### src/rtl/mem_access_unit.sv
// Load/store unit: turns word/half/byte accesses into byte-enabled req/ack bus
// transactions, stalls the CPU while busy and returns extended load data.
module mem_access_unit #(
  parameter int TIMEOUT = 16
) (
  input  logic        clk,
  input  logic        rst_n,
  input  logic        memRead,
  input  logic        memWrite,
  input  logic [1:0]  memDataSize,
  input  logic        memBitExt,
  input  logic [31:0] addr,
  input  logic [31:0] wdata,
  output logic        stall,
  output logic [31:0] rdata,
  output logic        misaligned,
  output logic        busErr,
  output logic        bus_req,
  output logic        bus_we,
  output logic [31:0] bus_addr,
  output logic [3:0]  bus_be,
  output logic [31:0] bus_wdata,
  input  logic        bus_ack,
  input  logic [31:0] bus_rdata
);

  typedef enum logic [1:0] {IDLE, WAIT, DONE} state_t;

  localparam logic [7:0] CNT_LAST = 8'(TIMEOUT - 1);

  state_t      state;
  logic [7:0]  cnt;
  logic [1:0]  size_q;
  logic [1:0]  lane_q;
  logic        ext_q;
  logic        access;
  logic        bad_align;
  logic        start;
  logic [3:0]  be_next;
  logic [31:0] wdata_next;
  logic [15:0] half_sel;
  logic [7:0]  byte_sel;
  logic [31:0] load_ext;

  always_comb begin
    access    = memRead | memWrite;
    bad_align = 1'b0;
    case (memDataSize)
      2'd0:    bad_align = (addr[1:0] != 2'b00);
      2'd1:    bad_align = addr[0];
      2'd2:    bad_align = 1'b0;
      default: bad_align = 1'b1;
    endcase
  end

  assign misaligned = (state == IDLE) && access && bad_align;
  assign start      = (state == IDLE) && access && !bad_align;
  // Gated by rst_n so the pipeline is released the moment reset is applied.
  assign stall      = rst_n && (start || (state == WAIT));

  always_comb begin
    be_next    = 4'b1111;
    wdata_next = wdata;
    case (memDataSize)
      2'd1: begin
        be_next    = addr[1] ? 4'b1100 : 4'b0011;
        wdata_next = {2{wdata[15:0]}};
      end
      2'd2: begin
        be_next    = 4'b0001 << addr[1:0];
        wdata_next = {4{wdata[7:0]}};
      end
      default: begin
        be_next    = 4'b1111;
        wdata_next = wdata;
      end
    endcase
  end

  // Lane selection uses the request attributes latched at issue time.
  always_comb begin
    half_sel = lane_q[1] ? bus_rdata[31:16] : bus_rdata[15:0];
    case (lane_q)
      2'd0:    byte_sel = bus_rdata[7:0];
      2'd1:    byte_sel = bus_rdata[15:8];
      2'd2:    byte_sel = bus_rdata[23:16];
      default: byte_sel = bus_rdata[31:24];
    endcase
    case (size_q)
      2'd1:    load_ext = ext_q ? {16'h0000, half_sel} : {{16{half_sel[15]}}, half_sel};
      2'd2:    load_ext = ext_q ? {24'h000000, byte_sel} : {{24{byte_sel[7]}}, byte_sel};
      default: load_ext = bus_rdata;
    endcase
  end

  always_ff @(posedge clk or negedge rst_n) begin
    if (!rst_n) begin
      state     <= IDLE;
      cnt       <= 8'd0;
      rdata     <= 32'd0;
      busErr    <= 1'b0;
      bus_req   <= 1'b0;
      bus_we    <= 1'b0;
      bus_addr  <= 32'd0;
      bus_be    <= 4'd0;
      bus_wdata <= 32'd0;
      size_q    <= 2'd0;
      lane_q    <= 2'd0;
      ext_q     <= 1'b0;
    end else begin
      case (state)
        IDLE: begin
          if (start) begin
            bus_addr  <= {addr[31:2], 2'b00};
            bus_be    <= be_next;
            bus_we    <= memWrite;
            bus_wdata <= wdata_next;
            size_q    <= memDataSize;
            lane_q    <= addr[1:0];
            ext_q     <= memBitExt;
            cnt       <= 8'd0;
            bus_req   <= 1'b1;
            state     <= WAIT;
          end
        end
        WAIT: begin
          if (bus_ack) begin
            bus_req <= 1'b0;
            if (!bus_we) rdata <= load_ext;
            state   <= DONE;
          end else if (cnt == CNT_LAST) begin
            bus_req <= 1'b0;
            rdata   <= 32'd0;
            busErr  <= 1'b1;
            state   <= DONE;
          end else begin
            cnt <= cnt + 8'd1;
          end
        end
        DONE: begin
          busErr <= 1'b0;
          state  <= IDLE;
        end
        default: state <= IDLE;
      endcase
    end
  end

endmodule

### config.mk
export PLATFORM = sky130hd
export DESIGN_NAME = mem_access_unit
export DESIGN_NICKNAME = d
export VERILOG_FILES = /design/src/rtl/mem_access_unit.sv
export SDC_FILE = /design/constraint.sdc
export NUM_CORES = 1
export LEC_CHECK = 0
export ABC_AREA = 1
export CAP_MARGIN = 20
export CORE_UTILIZATION = 40
export DETAILED_ROUTE_END_ITERATION = 12
export GPL_ROUTABILITY_DRIVEN = 0
export HOLD_SLACK_MARGIN = 0.06
export MAX_ROUTING_LAYER = met4
export PLACE_DENSITY = 0.73
export SLEW_MARGIN = 20
export SYNTH_ARGS = -nofsm -noshare
export SYNTH_HDL_FRONTEND = slang
export SYNTH_SLANG_ARGS = --single-unit
### constraint.sdc
create_clock -name clk -period 1.95 [get_ports clk]
set_input_delay 0.2925 -clock clk [delete_from_list [all_inputs] [get_ports clk]]
set_output_delay 0.2925 -clock clk [all_outputs]
set_load 0.1 [all_outputs]
==> flow_summary.json, run 1 <==
{
  "antenna_found_initial": 0,
  "ys_ff_latch": 116,
  "cts_buffer_depth": 2,
  "max_freq_mhz": 523,
  "synthCells": 753,
  "endpoint_kind": "primary output",
  "grt_util_all_layers_pct": 24.0,
  "ys_top_cells_by_count": "331 x nand2_1, 116 x dfrtp_1, 54 x o21ai_0",
  "finClkSkew_ns": 0.00607,
  "postSynthAreaPerCell_um2": 7.71,
  "grt_pass1_vias": 5495,
  "dp_slack_ns": -0.295,
  "dieArea_um2": 15000,
  "via_per_inst": 4.93,
  "final_cells": 1169,
  "dp_cells": 1134,
  "crit_required_ns": 1.66,
  "ys_types": 36,
  "run_status": "finished clean",
  "seq_area_um2": 2910,
  "cap_violations": 0,
  "cts.sinks": 116,
  "finalSetupViolCount": 0,
  "syn_area_um2": 5810,
  "die_x_um": 122,
  "maxSlewViolCount": 0,
  "hold_viol": 0,
  "timing_worst_setup_path_type": "in2out",
  "core_um2": 14000,
  "worst_pin_slew_ns": 0.716,
  "num_rows": 43,
  "fin_setup_tns_ns": 0,
  "synth_top_flop_cell": "dfrtp_1",
  "critPathMaxFanout": 3,
  "drive_gt1_share_pct": 21.9,
  "ant_nets": 0,
  "gr-total-overflow": 0,
  "yosysWarnings": 0,
  "ios": 209,
  "root_buffer": "clkbuf_16",
  "fin_crit_sh_pct": 98.1,
  "wl_per_cell_um": 14.5,
  "drc": 0,
  "initial_core_util_pct": 41.4,
  "worstHoldPathType": "in2reg",
  "multi_input_area_um2": 2540,
  "numCtsBuffers": 17,
  "period_minus_slack_ns": 1.91,
  "io_buffer_count": 206,
  "holdWs_ns": 0.270,
  "synth.most_common_cell": "nand2_1",
  "synth_top_cell_by_area": "dfrtp_1",
  "cp.arrival_ns": 1.62,
  "slew_headroom_pct": 52.2,
  "grt_pass1_wl_um": 26900,
  "synth_top_area_share_pct": 50.0,
  "htreeDepth": 4,
  "critPathLaunchType": "primary input",
  "synth_edf_count": 0,
  "die_h_um": 122,
  "clk_pin_slew_ns": 0.05,
  "grt_max_degree": 117,
  "fillers": 1259,
  "fin_ws_ns": 0.0363,
  "clk-insertion-delay-late_ns": 0.41,
  "ys_seq_area_share_pct": 50.0,
  "dr.pass1.iters": 5,
  "yosys-top-cells-area": "dfrtp_1 50%, nand2_1 21%, o21ai_0 4.7%",
  "drt-initial-drc-count": 423,
  "diodes": 0,
  "finalNetCount": 1088,
  "drt-total-wl_um": 16900,
  "ys_async_sr_fraction_pct": 100,
  "dp_hpwl_um": 12000,
  "cts_tree": "yes",
  "vias": 5763,
  "syn_to_final_growth_pct": 50.1
}
## flip-flops by register name, summed over array words and instances (netlist names)
| signal | count |
|---|---|
| rdata | 32 |
| lane_q | 2 |
| bus_addr | 30 |
| bus_we | 1 |
| busErr | 1 |
| ext_q | 1 |
| cnt | 8 |
| bus_wdata | 32 |
| bus_be | 4 |
| state | 2 |
| size_q | 2 |
| bus_req | 1 |
## cell usage in the layout, fill, tap and decap left out, drive strengths merged
cell,netlist,routed
nor3b,1,1
or2,6,6
a21oi,28,28
dfrtp,116,116
buf,29,141
inv,54,54
conb,1,2
a22oi,4,4
xor2,4,4
o22ai,8,8
o21bai,1,1
nand3,43,43
o31ai,3,3
nand2,337,337
nor2,21,21
a21boi,1,1
nor3,2,2
nor4,1,1
dlygate4sd3,0,1
clkinv,1,5
ha,7,7
bufinv,0,5
clkdlybuf4s50,0,99
dlygate4sd2,0,1
nand4,6,6
clkbuf,11,24
o21ai,68,68
## repair_timing
action                                  CTS  global route
gates resized for setup                   6             7
buffers inserted                          1             2
endpoints found under the setup margin    2             2
cloned                                    0             0
pin swaps                                 3             2
hold endpoints to repair                116             0
hold buffers                              1             0
## worst paths after layout
path                       slack, ns                       end  cells past startpoint                     start
max reg2reg                     0.21        cnt[2]$_DFFE_PN0P_                     10        cnt[0]$_DFFE_PN0P_
min in group asynchronous       0.45        busErr$_DFFE_PN0P_                      3                     rst_n
max in group asynchronous       0.88     rdata[11]$_DFFE_PN0P_                      3                     rst_n
max                             0.04                     stall                      7                   addr[1]
min                             0.27     size_q[1]$_DFFE_PN0P_                      4            memDataSize[1]
min reg2reg                     0.48  bus_addr[12]$_DFFE_PN0P_                      2  bus_addr[12]$_DFFE_PN0P_
## metal layers
metal,wire length (um),up-vias,track usage (%)
met2,7860,226,36.1
met3,1260,29,6.88
met5,0,-,-
met4,286,0,9.30
li1,-,2836,-
met1,7490,2672,30.6
## per-stage QoR
stage / utilization [%] / area, um^2
2_1_floorplan: - / 5870
6_report: 62.1 / 8720
3_5_place_dp: 57.1 / 8020
5_1_grt: 62.1 / 8720
3_3_place_gp: 57.1 / 8020
4_1_cts: 61.9 / 8700
## critical path, cell delays in order
cell and delay [ns]:
clkdlybuf4s50_1 0.44, nor2_2 0.15, nor2_1 0.07, nor2_2 0.20, nand2_4 0.09, a21boi_4 0.18, buf_12 0.19
## final cells by class
cell class	instances	area share, %
inverters	55	2.48
well taps	180	2.58
flip-flops and latches	116	33.3
clock buffers	22	5.56
clock inverters	9	2.00
repair buffers	244	24.8
multi-input cells	543	29.2
## cell families (layout without fill, tap and decap cells)
family,after synthesis,count (layout),synth area share (%)
and+or+nand+nor,417,417,29.4
DFF,116,116,50.0
other,1,2,0.0646
AOI/OAI and AO/OA,113,113,11.0
xor gates and xnor gates,4,4,0.603
buffers and inverters,95,330,7.39
adders and majority gates,7,7,1.51
Power of run 1 is left out: the tool's default activity adds up to more than one toggle a clock period on the data nets, which glitch-free logic cannot reach.
==> run 2: changes to the inputs <==
--- a/config.mk
+++ b/config.mk
@@ -5,14 +5,15 @@
 export SDC_FILE = /design/constraint.sdc
 export NUM_CORES = 1
 export LEC_CHECK = 0
-export ABC_AREA = 1
+export ABC_AREA = 0
 export CAP_MARGIN = 20
 export CORE_UTILIZATION = 40
+export CTS_BUF_LIST = sky130_fd_sc_hd__clkbuf_8
 export DETAILED_ROUTE_END_ITERATION = 12
 export GPL_ROUTABILITY_DRIVEN = 0
 export HOLD_SLACK_MARGIN = 0.06
 export MAX_ROUTING_LAYER = met4
-export PLACE_DENSITY = 0.73
+export PLACE_DENSITY = 0.74
 export SLEW_MARGIN = 20
 export SYNTH_ARGS = -nofsm -noshare
 export SYNTH_HDL_FRONTEND = slang
==> flow_summary.json, run 2 <==
{
  "ys_ff_latch": 116,
  "largestRegisters": "bus_wdata: 32 flops, rdata: 32 flops, bus_addr: 30 flops",
  "finClkSkew_ns": 0.0110,
  "finalSetupViolCount": 0,
  "vias": 5164,
  "endpoint_kind": "primary output",
  "cp-startpoint": "addr[1]",
  "yosys-top-cells-area": "dfrtp_1 53%, nand2_1 11%, o21ai_0 3.0%",
  "cap_violations": 0,
  "die_h_um": 119,
  "timing_worst_setup_path_type": "in2out",
  "clk-insertion-delay-late_ns": 0.43,
  "synth.most_common_cell": "nand2_1",
  "layout_commonest_cell": "nand2_1",
  "synth_top_flop_cell": "dfrtp_1",
  "cts_buffer_depth": 2,
  "critPathMaxFanout": 2,
  "grt_max_degree": 117,
  "ys_async_sr_fraction_pct": 100,
  "cts_tree": "yes",
  "root_buffer": "clkbuf_8",
  "seq_area_um2": 2910,
  "gr-total-overflow": 0,
  "rsz0062_at_grt": "no",
  "fin_ws_ns": 0.0839,
  "crit_required_ns": 1.66,
  "grt_pass1_vias": 5234,
  "grt_util_all_layers_pct": 24.1,
  "diodes": 0,
  "dp_slack_ns": -0.267,
  "ant_nets": 0,
  "max_freq_mhz": 536,
  "dr.pass1.iters": 5,
  "dieArea_um2": 14100,
  "initial_core_util_pct": 41.1,
  "wl_per_cell_um": 15.9,
  "cpPeakStageDelay_ns": 0.45,
  "synth_edf_count": 0,
  "clk_pin_slew_ns": 0.07,
  "synth_top_area_share_pct": 53.1,
  "grtUsageMet2_pct": 38.0,
  "antenna_found_initial": 0,
  "cp.arrival_ns": 1.57,
  "htreeDepth": 4,
  "numCtsBuffers": 17,
  "cts.sinks": 116,
  "grt_util_met3_pct": 7.33,
  "num_rows": 42,
  "slew_headroom_pct": 54.2,
  "syn_area_um2": 5460,
  "io_buffer_count": 206,
  "placed_cell_area_um2": 7750,
  "die_x_um": 119,
  "via_per_inst": 5.20,
  "drive_gt1_share_pct": 24.4,
  "run_status": "finished clean",
  "ios": 209,
  "final_cell_mix": "166 x nand2_1, 137 x buf_4, 113 x dfrtp_1",
  "worst_pin_slew_ns": 0.687,
  "busiest_layer": "met2",
  "finalNetCount": 916,
  "hp-start": "memDataSize[0]",
  "grt_pass1_wl_um": 25900,
  "hold_viol": 0,
  "syn_to_final_growth_pct": 50.3,
  "yosysWarnings": 0,
  "core_um2": 13300,
  "design_area_um2": 8210,
  "multi_input_area_um2": 2360,
  "synthCells": 576,
  "r2r-start": "state[1]$_DFFE_PN0P_",
  "period_minus_slack_ns": 1.87,
  "cpMaxStageDelayCell": "clkdlybuf4s50_1",
  "holdWs_ns": 0.373,
  "fin_crit_sh_pct": 95.7,
  "critPathLaunchType": "primary input",
  "use_met1_pct": 28.4,
  "maxSlewViolCount": 0,
  "ys_top_cells_by_count": "166 x nand2_1, 116 x dfrtp_1, 33 x o21ai_0",
  "drt-total-wl_um": 15900,
  "postSynthAreaPerCell_um2": 9.48,
  "synth_top_cell_by_area": "dfrtp_1",
  "drc": 0,
  "ys_types": 50,
  "worstHoldPathType": "in2reg",
  "drt-initial-drc-count": 334,
  "fillers": 1169,
  "dp_hpwl_um": 11600,
  "crit_chain": "clkdlybuf4s50_1 > a211oi_2 > o221a_2 > o21a_4 > buf_12",
  "ys_seq_area_share_pct": 53.1
}
## run 2: cell types whose count changed after synthesis, sizes merged, moves of 15 or more
cell	change
a32o	+15
nand2b	+18
inv	-46
nand2	-170
nand3	-30
a221o	+16
## run 2: cell families after synthesis
family / synth area share [%]
mux: 2.41
simple gates: 19.1
xor+xnor: 0.481
flops: 53.1
buf+inv: 4.83
other cells: 0.0686
compound gates: 18.4
fa+ha+maj: 1.60
## run 2: layout make-up
class / instances / share of cell area (%)
Clock buffer: 21 / 3.52
Clock inverter: 11 / 1.33
Inverter: 8 / 0.366
Multi-Input combinational cell: 410 / 28.7
Sequential cell: 116 / 35.4
Tap cell: 176 / 2.68
Timing Repair Buffer: 252 / 28.0
## run 2: layer usage
layer	vias up	share of wire [%]
met5	-	0
met4	0	2.3
met3	29	7.3
met2	217	48
met1	2473	42
li1	2445	-
## run 2: per-stage QoR
step                instances  TNS (ns)  utilization, %
global route              994         0            61.8
CTS                       991         0            61.6
finish                    994         0            61.8
floorplan                 577    -0.214               -
detailed placement        955    -17.64            58.3
global placement          955    -13.89            58.3
## run 2: worst paths after layout
check	to	slack [ns]	cells after the start
setup reg to reg	rdata[19]$_DFFE_PN0P_	0.10	7
min in group asynchronous	cnt[6]$_DFFE_PN0P_	0.46	3
hold / removal	size_q[0]$_DFFE_PN0P_	0.37	4
hold reg to reg	bus_addr[19]$_DFFE_PN0P_	0.48	2
max in group asynchronous	state[1]$_DFFE_PN0P_	0.86	3
setup / recovery	stall	0.08	5
## run 2: worst max-delay path: cells and delay by family
kind | cells | cell delay (ns)
AO/OA/AOI/OAI | 3 | 0.66
buffers and inverters | 2 | 0.61
## run 2: what timing repair did
action,in CTS,in global routing
pin swaps,4,4
hold endpoints to repair,116,0
hold buffers,1,0
resized for setup,6,3
endpoints found under the setup margin,2,2
setup buffers,3,3
Power of run 2 is left out for the same reason.
